$ cat src/rtl/i2c_pkg.sv
// Shared definitions for the I2C register-space target: FSM states, bus level
// constants and the address-match helper.
package i2c_pkg;

  typedef enum logic [3:0] {
    ST_IDLE,
    ST_ADDR,
    ST_ADDR_ACK,
    ST_PTR,
    ST_PTR_ACK,
    ST_WDATA,
    ST_WDATA_ACK,
    ST_RDATA,
    ST_RDATA_ACK,
    ST_IGNORE
  } state_e;

  localparam logic I2C_RW_WRITE = 1'b0;
  localparam logic I2C_RW_READ  = 1'b1;
  localparam logic I2C_ACK      = 1'b0;
  localparam logic I2C_NACK     = 1'b1;

  localparam logic [3:0] BITS_PER_BYTE = 4'd8;

  function automatic logic addr_match(input logic [7:0] addr_byte,
                                      input logic [6:0] target);
    return addr_byte[7:1] == target;
  endfunction

endpackage

$ cat src/rtl/i2c_line_filter.sv
// Synchroniser plus stability filter for one open-drain bus line; emits the
// filtered level and single-cycle rise/fall pulses aligned with level changes.
module i2c_line_filter #(
  parameter int SYNC_STAGES   = 2,
  parameter int GLITCH_CYCLES = 3
) (
  input  logic ICE_CLK,
  input  logic ICE_RST,
  input  logic din,
  output logic level,
  output logic rise,
  output logic fall
);

  localparam int CW = $clog2(GLITCH_CYCLES + 1);

  logic [SYNC_STAGES-1:0] sync_q, sync_d;
  logic [CW-1:0]          cnt_q, cnt_d;
  logic                   level_q, level_d;
  logic                   rise_q, rise_d;
  logic                   fall_q, fall_d;
  logic                   synced;

  assign synced = sync_q[SYNC_STAGES-1];

  // The level only flips once the synchronised input has disagreed with it for
  // GLITCH_CYCLES consecutive cycles; any agreement restarts the count.
  always_comb begin
    sync_d  = {sync_q[SYNC_STAGES-2:0], din};
    level_d = level_q;
    cnt_d   = '0;
    rise_d  = 1'b0;
    fall_d  = 1'b0;
    if (synced != level_q) begin
      if (cnt_q == CW'(GLITCH_CYCLES - 1)) begin
        level_d = synced;
        rise_d  = synced;
        fall_d  = ~synced;
      end else begin
        cnt_d = cnt_q + 1'b1;
      end
    end
  end

  // NOTE: state updates use non-blocking assignments, and the reset is sampled
  // on the clock edge so idle-high bus levels are restored without async paths.
  always_ff @(posedge ICE_CLK) begin
    if (ICE_RST) begin
      sync_q  <= '1;
      cnt_q   <= '0;
      level_q <= 1'b1;
      rise_q  <= 1'b0;
      fall_q  <= 1'b0;
    end else begin
      sync_q  <= sync_d;
      cnt_q   <= cnt_d;
      level_q <= level_d;
      rise_q  <= rise_d;
      fall_q  <= fall_d;
    end
  end

  assign level = level_q;
  assign rise  = rise_q;
  assign fall  = fall_q;

endmodule

$ cat src/rtl/i2c_target_regs.sv
// I2C target exposing a 256-byte register space through a strobe interface;
// SDA is driven low via sda_oe only, SCL is never stretched.
module i2c_target_regs
  import i2c_pkg::*;
#(
  parameter logic [6:0] I2C_ADDR      = 7'h42,
  parameter int         SYNC_STAGES   = 2,
  parameter int         GLITCH_CYCLES = 3
) (
  input  logic       ICE_CLK,
  input  logic       ICE_RST,
  input  logic       scl_di,
  input  logic       sda_di,
  output logic       sda_oe,
  output logic [7:0] reg_addr,
  output logic [7:0] reg_wdata,
  output logic       reg_we,
  output logic       reg_re,
  input  logic [7:0] reg_rdata,
  output logic       busy
);

  logic scl_f, scl_rise, scl_fall;
  logic sda_f, sda_rise, sda_fall;

  i2c_line_filter #(.SYNC_STAGES(SYNC_STAGES), .GLITCH_CYCLES(GLITCH_CYCLES)) u_scl_filter (
    .ICE_CLK(ICE_CLK), .ICE_RST(ICE_RST), .din(scl_di),
    .level(scl_f), .rise(scl_rise), .fall(scl_fall)
  );

  i2c_line_filter #(.SYNC_STAGES(SYNC_STAGES), .GLITCH_CYCLES(GLITCH_CYCLES)) u_sda_filter (
    .ICE_CLK(ICE_CLK), .ICE_RST(ICE_RST), .din(sda_di),
    .level(sda_f), .rise(sda_rise), .fall(sda_fall)
  );

  state_e     state_q, state_d;
  logic [3:0] bit_cnt_q, bit_cnt_d;
  logic [7:0] shifter_q, shifter_d;
  logic [7:0] reg_addr_q, reg_addr_d;
  logic [7:0] reg_wdata_q, reg_wdata_d;
  logic       rw_q, rw_d;
  logic       ack_ok_q, ack_ok_d;
  logic       sda_oe_q, sda_oe_d;
  logic       reg_we_q, reg_we_d;
  logic       busy_q, busy_d;
  logic       start_cond, stop_cond, rd_load;

  assign start_cond = sda_fall & scl_f;
  assign stop_cond  = sda_rise & scl_f;

  always_comb begin
    state_d     = state_q;
    bit_cnt_d   = bit_cnt_q;
    shifter_d   = shifter_q;
    reg_addr_d  = reg_addr_q;
    reg_wdata_d = reg_wdata_q;
    rw_d        = rw_q;
    ack_ok_d    = ack_ok_q;
    sda_oe_d    = sda_oe_q;
    busy_d      = busy_q;
    reg_we_d    = 1'b0;
    rd_load     = 1'b0;

    if (reg_we_q) reg_addr_d = reg_addr_q + 8'd1;

    if (start_cond || stop_cond) begin
      state_d   = start_cond ? ST_ADDR : ST_IDLE;
      bit_cnt_d = '0;
      sda_oe_d  = 1'b0;
      busy_d    = 1'b0;
    end else if (scl_rise) begin
      case (state_q)
        ST_ADDR, ST_PTR, ST_WDATA: begin
          shifter_d = {shifter_q[6:0], sda_f};
          bit_cnt_d = bit_cnt_q + 4'd1;
          if (state_q == ST_WDATA && bit_cnt_q == BITS_PER_BYTE - 4'd1) begin
            reg_we_d    = 1'b1;
            reg_wdata_d = {shifter_q[6:0], sda_f};
          end
        end
        ST_RDATA: bit_cnt_d = bit_cnt_q + 4'd1;
        ST_RDATA_ACK: begin
          ack_ok_d = (sda_f == I2C_ACK);
          if (sda_f == I2C_ACK) reg_addr_d = reg_addr_q + 8'd1;
        end
        default: ;
      endcase
    end else if (scl_fall) begin
      case (state_q)
        ST_ADDR: if (bit_cnt_q == BITS_PER_BYTE) begin
          bit_cnt_d = '0;
          if (addr_match(shifter_q, I2C_ADDR)) begin
            sda_oe_d = 1'b1;
            busy_d   = 1'b1;
            rw_d     = shifter_q[0];
            state_d  = ST_ADDR_ACK;
          end else begin
            state_d = ST_IGNORE;
          end
        end
        ST_ADDR_ACK: begin
          if (rw_q == I2C_RW_READ) begin
            rd_load = 1'b1;
          end else begin
            sda_oe_d = 1'b0;
            state_d  = ST_PTR;
          end
        end
        ST_PTR: if (bit_cnt_q == BITS_PER_BYTE) begin
          reg_addr_d = shifter_q;
          bit_cnt_d  = '0;
          sda_oe_d   = 1'b1;
          state_d    = ST_PTR_ACK;
        end
        ST_WDATA: if (bit_cnt_q == BITS_PER_BYTE) begin
          bit_cnt_d = '0;
          sda_oe_d  = 1'b1;
          state_d   = ST_WDATA_ACK;
        end
        ST_PTR_ACK, ST_WDATA_ACK: begin
          sda_oe_d = 1'b0;
          state_d  = ST_WDATA;
        end
        ST_RDATA: begin
          if (bit_cnt_q == BITS_PER_BYTE) begin
            bit_cnt_d = '0;
            sda_oe_d  = 1'b0;
            state_d   = ST_RDATA_ACK;
          end else begin
            shifter_d = {shifter_q[6:0], 1'b0};
            sda_oe_d  = ~shifter_q[6];
          end
        end
        ST_RDATA_ACK: begin
          if (ack_ok_q) begin
            rd_load = 1'b1;
          end else begin
            sda_oe_d = 1'b0;
            state_d  = ST_IGNORE;
          end
        end
        default: ;
      endcase
    end

    // Read data is taken from the bank in the same cycle reg_re is high, and
    // its MSB goes onto the bus on the next edge.
    if (rd_load) begin
      shifter_d = reg_rdata;
      sda_oe_d  = ~reg_rdata[7];
      bit_cnt_d = '0;
      state_d   = ST_RDATA;
    end
  end

  always_ff @(posedge ICE_CLK) begin
    if (ICE_RST) begin
      state_q     <= ST_IDLE;
      bit_cnt_q   <= '0;
      shifter_q   <= '0;
      reg_addr_q  <= '0;
      reg_wdata_q <= '0;
      rw_q        <= I2C_RW_WRITE;
      ack_ok_q    <= 1'b0;
      sda_oe_q    <= 1'b0;
      reg_we_q    <= 1'b0;
      busy_q      <= 1'b0;
    end else begin
      state_q     <= state_d;
      bit_cnt_q   <= bit_cnt_d;
      shifter_q   <= shifter_d;
      reg_addr_q  <= reg_addr_d;
      reg_wdata_q <= reg_wdata_d;
      rw_q        <= rw_d;
      ack_ok_q    <= ack_ok_d;
      sda_oe_q    <= sda_oe_d;
      reg_we_q    <= reg_we_d;
      busy_q      <= busy_d;
    end
  end

  assign sda_oe    = sda_oe_q;
  assign reg_addr  = reg_addr_q;
  assign reg_wdata = reg_wdata_q;
  assign reg_we    = reg_we_q;
  assign reg_re    = rd_load & ~ICE_RST;
  assign busy      = busy_q;

endmodule

$ cat config.mk
export PLATFORM = sky130hd
export DESIGN_NAME = i2c_target_regs
export DESIGN_NICKNAME = d
export VERILOG_FILES = /design/src/rtl/i2c_pkg.sv /design/src/rtl/i2c_line_filter.sv /design/src/rtl/i2c_target_regs.sv
export SDC_FILE = /design/constraint.sdc
export NUM_CORES = 1
export LEC_CHECK = 0
export CORE_UTILIZATION = 50
export DETAILED_ROUTE_END_ITERATION = 8
export HOLD_SLACK_MARGIN = 0.06
export PLACE_DENSITY_LB_ADDON = 0.12
export SLEW_MARGIN = 20
export SYNTH_ARGS = -nofsm -noshare
export SYNTH_HDL_FRONTEND = slang
export SYNTH_SLANG_ARGS = --single-unit
export TNS_END_PERCENT = 20
$ cat constraint.sdc
create_clock -name ICE_CLK -period 1.5 [get_ports ICE_CLK]
set_input_delay 0.15 -clock ICE_CLK [delete_from_list [all_inputs] [get_ports ICE_CLK]]
set_output_delay 0.15 -clock ICE_CLK [all_outputs]
set_load 0.01 [all_outputs]
; ---- After elaboration in Yosys (flattened, before gate mapping)
; Index checks and enable logic that the tools add are counted.
[word_totals]
elab_cells = 162
output_inout_bits = 20
input_bits = 12
ff_bits = 51
[op_classes]
mux = 51
addsub = 4
bitwise = 16
n_eq_ne = 36
reduce_logical = 34
[op_table]
columns = cell, count
row1 = two-way mux 8 bit, 15
row2 = two-way mux 4 bit, 15
row3 = case mux 4 bit (7 select lines), 1
row4 = != test 4 bit (second input constant), 6
row5 = != test 3 bit (second input constant), 7
row6 = == test 4 x 3 -> 1 bit (second input constant), 5
row7 = AND reduction 9 bit, 2
row8 = OR reduction 3 bit, 6
row9 = two-way mux 1 bit, 17
row10 = nonzero test 8 bit, 2
row11 = NOT 1 bit, 13
row12 = AND reduction 5 bit, 2
row13 = nonzero test 3 bit, 3
row14 = nonzero test 9 bit, 1
row15 = adder 8 x 1 -> 8 bit (second input constant), 1
row16 = == test 4 x 2 -> 1 bit (second input constant), 2
row17 = == test 4 bit (second input constant), 2
row18 = != test 2 bit (second input constant), 4
row19 = AND reduction 4 bit, 2
row20 = AND reduction 8 bit, 1
row21 = OR reduction 2 bit, 4
row22 = OR reduction 4 bit, 2
row23 = == test 7 bit (second input constant), 1
row24 = != test 3 x 2 -> 1 bit (second input constant), 2
row25 = 17 further kinds, 25

; ---- Longest topological paths before layout
[logic_depth]
ltp_word = 8
ltp_mapped = 8

; ---- By module
; Synthesis repeated with hierarchy kept, for this count alone.
[unflattened]
cells_unflattened = 292
area_unflattened_um2 = 2606.2
[by_module_without_submodules]
columns = mod, cells_per_inst, area_per_inst_um2, instances, seq_area_each_um2
row1 = i2c_target_regs, 256, 2143.3, 1, 740.7
row2 = i2c_line_filter, 18, 231.5, 2, 140.1

; ---- Least setup slack after synthesis
; Ideal clock, no wire load.
[synth_timing]
kind = reg-to-reg
start = register state_q[1]
end = register reg_addr_q[7] (netlist: reg_addr[7])
stages_incl_launch_ff = 7
t_required_ns = 1.368
t_arrival_ns = 1.477
setup_slack_ns = -0.110
n_path_buf = 1
cell_sequence = dfxtp_1 buf_6 nor4b_2 nand4_2 a211o_1 o211ai_1 a21oi_1
[synth_via]
elab_chain_cells = 5
word_cells_on_any_way = 7
cone_classes = eq/ne: 2 / mux: 5
[synth_rtl]
columns = item, line_no
row1 = "start, declared", i2c_target_regs.sv:36  ; state_e state_q, state_d;
row2 = "start signal, assigned", i2c_target_regs.sv:169  ; state_q <= state_d;
row3 = == test 4 x 2 -> 1 bit, i2c_target_regs.sv:89  ; case (state_q)
row4 = two-way mux 8 bit, i2c_target_regs.sv:89
row5 = two-way mux 8 bit, i2c_target_regs.sv:88  ; end else if (scl_fall) begin
row6 = two-way mux 8 bit *, i2c_target_regs.sv:71  ; end else if (scl_rise) begin
row7 = two-way mux 8 bit *, i2c_target_regs.sv:66  ; if (start_cond || stop_cond) begin
row8 = "end signal, assigned", i2c_target_regs.sv:172  ; reg_addr_q <= reg_addr_d;
row9 = "end, declared", i2c_target_regs.sv:39  ; logic [7:0] reg_addr_q, reg_addr_d;
; Every way passes the cells marked *; elsewhere a longest branch is shown, timed or not.
; A chain may end at the register's enable or synchronous reset.

; ---- Worst setup path after layout
[layout_timing]
start = register state_q[3]
end = register shifter_q[1]
[layout_via]
elab_chain_cells = 7
word_cells_on_any_way = 18
cone_classes = eq/ne: 9 / mux: 5 / reduce/logical: 4
[layout_rtl]
columns = item, line_no
row1 = == test 4 bit / == test 4 x 2 -> 1 bit (equally long branches), i2c_target_regs.sv:89
row2 = case mux 1 bit (2 select lines), i2c_target_regs.sv:89
row3 = two-way mux 1 bit, i2c_target_regs.sv:88
row4 = two-way mux 1 bit, i2c_target_regs.sv:71
row5 = two-way mux 1 bit, i2c_target_regs.sv:66
row6 = != test 3 bit (no source line) (tied with other cells), -
row7 = AND reduction 5 bit (no source line), -
row8 = "end signal, assigned", i2c_target_regs.sv:171  ; shifter_q <= shifter_d;
row9 = "end, declared", i2c_target_regs.sv:38  ; logic [7:0] shifter_q, shifter_d;
; Several ways; a longest one is shown, not always the timed one.

==> results.py <==
metrics = {
    "synth": {
        "ys_warn_count": 0,
        "synthCells": 308,
        "ys_ff_latch": 51,
        "seq_area_frac_synth": 0.3750,
        "synth.net_count": 325,
        "postSynthAreaPerCell_um2": 8.840,
        "async_reset_ff_frac": 0,
        "ys_types": 63,
        "yosys_most_used_dff": "dfxtp_1",
        "synth_area_mm2": 0.002723,
        "synth_edf_count": 0,
    },
    "drt": {
        "routed_wl_um": 8187,
        "drc_errors": 0,
        "drt_first_pass_iters": 4,
        "post_drt_wl_per_cell_um": 17.53,
        "via_per_inst": 5.715,
        "vias": 2669,
        "drtIter0Drc": 224,
        "antenna_left": 0,
    },
    "worst_setup_path": {
        "reg2reg_from": "state_q[3]",
        "worstPathArrival_ns": 1.92,
        "required_ns": 1.74,
        "reg2reg_slack_ns": -0.17,
        "crit_chain": "and3b_2, buf_6, o211ai_4, a211oi_4, buf_12, o21ai_2, a21oi_2",
        "path_buf_inv": 2,
        "slowest_delay_ns": 0.39,
        "end_kind": "register",
        "cp_max_fo": 8,
        "cp_slowest_cell": "dfxtp_4",
        "reg2regPathDepth": 7,
        "r2r-end": "shifter_q[1]",
        "critPathKind": "reg -> reg",
        "crit_family": "compound AO/OA/AOI/OAI gates",
        "critPathLaunchType": "register",
    },
    "finish": {
        "nets": 413,
        "diodes": 0,
        "fin_area_mm2": 0.004021,
        "drive_gt1_frac": 0.3778,
        "synthToLayoutAreaGrowth_pct": 47.70,
    },
    "sta": {
        "worst_pin_slew_ns": 0.5661,
        "hold_viol": 0,
        "setup_ws_ns": -0.1745,
        "finalCritPeriodShare": 1.116,
        "rsz0062_at_grt": "yes",
        "timing.fmax_mhz": 597.2,
        "relSlewSlack": 0.6222,
        "skew_ns": 0.01003,
        "fin_crit_ns": 1.674,
        "finalSetupViolations": 31,
        "finalMaxSlewViolations": 0,
    },
    "hold_path": {
        "min_path_cells": 2,
        "hold_path_end": "u_scl_filter.sync_q[0]",
        "hp-class": "in -> reg",
        "min_from": "scl_di",
    },
    "clock_tree": {
        "cts_tree": "built",
        "clock_latency_ns": 0.31,
        "clockRootBuffer": "clkbuf_8",
        "h-tree-depth": 2,
        "clk_path_buf_depth": 2,
        "clkTransAtPathRegs_ns": 0.10,
        "cts_hold_buf": 0,
        "cts.sinks": 51,
        "cts_buffers": 5,
    },
    "die": {
        "initial_core_util": 0.5264,
        "core_mm2": 0.005172,
        "ios": 32,
        "die_h_um": 75.79,
        "die_w_um": 75.79,
        "rows": 26,
        "dieArea_mm2": 0.005744,
    },
    "power_and_ir_drop": {
        "cellPowerDensity_mw_per_mm2": 643.1,
        "leakage_nw": 1.499,
        "vdd_drop_max_mv": 0.5980,
    },
    "global_routing": {
        "grt_pass1_wl_um": 12120,
        "grt_usage": 0.2867,
        "grt_overflow": 0,
        "grt_max_degree": 18,
        "antenna_found_initial": 0,
        "grt_pass1_vias": 2419,
    },
    "placed_design": {
        "gp_congestion": 0.8750,
        "hpwl_um": 5486,
        "portBuffers": 31,
        "placed_cell_area_mm2": 0.003571,
        "dpl_worst_slack_ns": -0.1718,
    },
    "status": {
        "violations": "setup timing",
        "status": "finished with violations",
    },
    "job": {
        "cap_violations": 0,
    },
}
-- how the worst max path moves through the flow --
stage,to,cells after the start,slack (ns),from
after global placement,state_q[1],5,-0.19,shifter_q[4]
after global routing,sda_oe,8,-0.26,bit_cnt_q[0]
final,shifter_q[1],7,-0.17,state_q[3]
after CTS,sda_oe,8,-0.15,bit_cnt_q[0]
after detailed placement,reg_addr[4],8,-0.17,bit_cnt_q[0]
after floorplan,shifter_q[6],7,-0.02,state_q[3]
-- timing repair --
action,CTS,global route
buffers inserted,3,2
resized for setup,39,41
gates cloned,1,1
endpoints found under the setup margin,34,38
pin swaps,21,13
-- cell usage in the layout, fill, tap and decap left out, types with 6 or more instances in the layout --
cell type	count
a21oi_1	14
a21oi_2	8
buf_4	56
buf_6	9
clkdlybuf4s50_1	29
dfxtp_1	41
dfxtp_2	9
inv_1	8
mux2i_1	19
nand2_1	15
nand3_1	7
nand4_1	6
nor2_1	29
nor3_1	9
o21ai_2	6
xnor2_1	6
xor2_1	6
-- cell families (layout without fill, tap and decap cells) --
| logic type | after synthesis | after routing | synth area share |
|---|---|---|---|
| compound gates | 77 | 77 | 0.1880 |
| xor+xnor | 12 | 12 | 0.03860 |
| fa+ha+maj | 5 | 5 | 0.02298 |
| buf+inv | 30 | 119 | 0.05423 |
| flops | 51 | 51 | 0.3750 |
| mux | 19 | 19 | 0.06985 |
| simple gates | 114 | 114 | 0.2514 |
-- registers in the layout (all words and copies together) (netlist names), 2 cells and up --
register / flops
u_sda_filter.sync_q: 2
u_sda_filter.cnt_q: 2
state_q: 4
reg_addr: 8
u_scl_filter.sync_q: 2
shifter_q: 8
u_scl_filter.cnt_q: 2
reg_wdata: 8
bit_cnt_q: 4
-- layout make-up --
cell class / count / area, µm²
clock buffer: 6 / 72.57
clock inverter: 2 / 60.06
fill: 363 / 1151
inverter: 10 / 37.54
multi-input combinational: 227 / 1798
sequential: 51 / 1036
tap: 70 / 87.58
timing repair buffer: 101 / 929.6
-- stage by stage --
step | setup TNS, ns | power (W) | util | hold slack [ns] | instances
6_report | -2.817 | 0.002586 | 0.7775 | 0.4089 | 467
5_1_grt | -5.216 | 0.002657 | 0.7775 | 0.4140 | 467
4_1_cts | -2.542 | 0.002589 | 0.7448 | 0.4039 | 465
3_5_place_dp | -3.132 | 0.001470 | 0.6904 | 0.3968 | 454
3_3_place_gp | -2.366 | 0.001469 | 0.6904 | 0.3930 | 454
2_1_floorplan | -0.1108 | 0.001423 | - | 0.2275 | 308
-- routing by layer --
metal | vias up | GRT usage | routed length (µm)
li1 | 1290 | - | -
met1 | 1281 | 0.3920 | 3533
met2 | 86 | 0.4779 | 4035
met3 | 12 | 0.04101 | 499
met4 | 0 | 0.06584 | 119
met5 | - | 0 | 0
-- power breakdown --
| group | internal, W | switching [W] | total (W) | leakage, nW |
|---|---|---|---|---|
| sequential | 0.00136 | 0.00000361 | 0.00136 | 0.417 |
| clock | 0.000667 | 0.000479 | 0.00115 | 0.0654 |
| combinational | 0.0000418 | 0.0000373 | 0.0000791 | 1.02 |
| total | 0.00207 | 0.000520 | 0.00259 | 1.50 |
-- Yosys cell counts, types with 3 or more instances --
master	number	area (µm²)
o21ai_1	4	20.02
inv_1	10	37.54
nand2b_1	4	25.02
xor2_1	6	52.55
clkbuf_1	8	30.03
nor2_1	32	120.1
nor3_1	13	65.06
and3b_1	4	35.03
nor2b_1	4	25.02
mux2i_1	19	190.2
nand2_1	17	63.81
buf_2	7	35.03
xnor2_1	6	52.55
o22ai_1	4	25.02
buf_4	3	22.52
o21a_1	4	30.03
a211oi_1	6	45.04
nand3_1	7	35.03
or2_2	4	25.02
nand4_1	6	37.54
o21ai_0	13	65.06
a21oi_1	22	110.1
dfxtp_1	51	1021
a31oi_1	3	18.77
ha_1	5	62.56
Power figures use the tool's default switching activity.
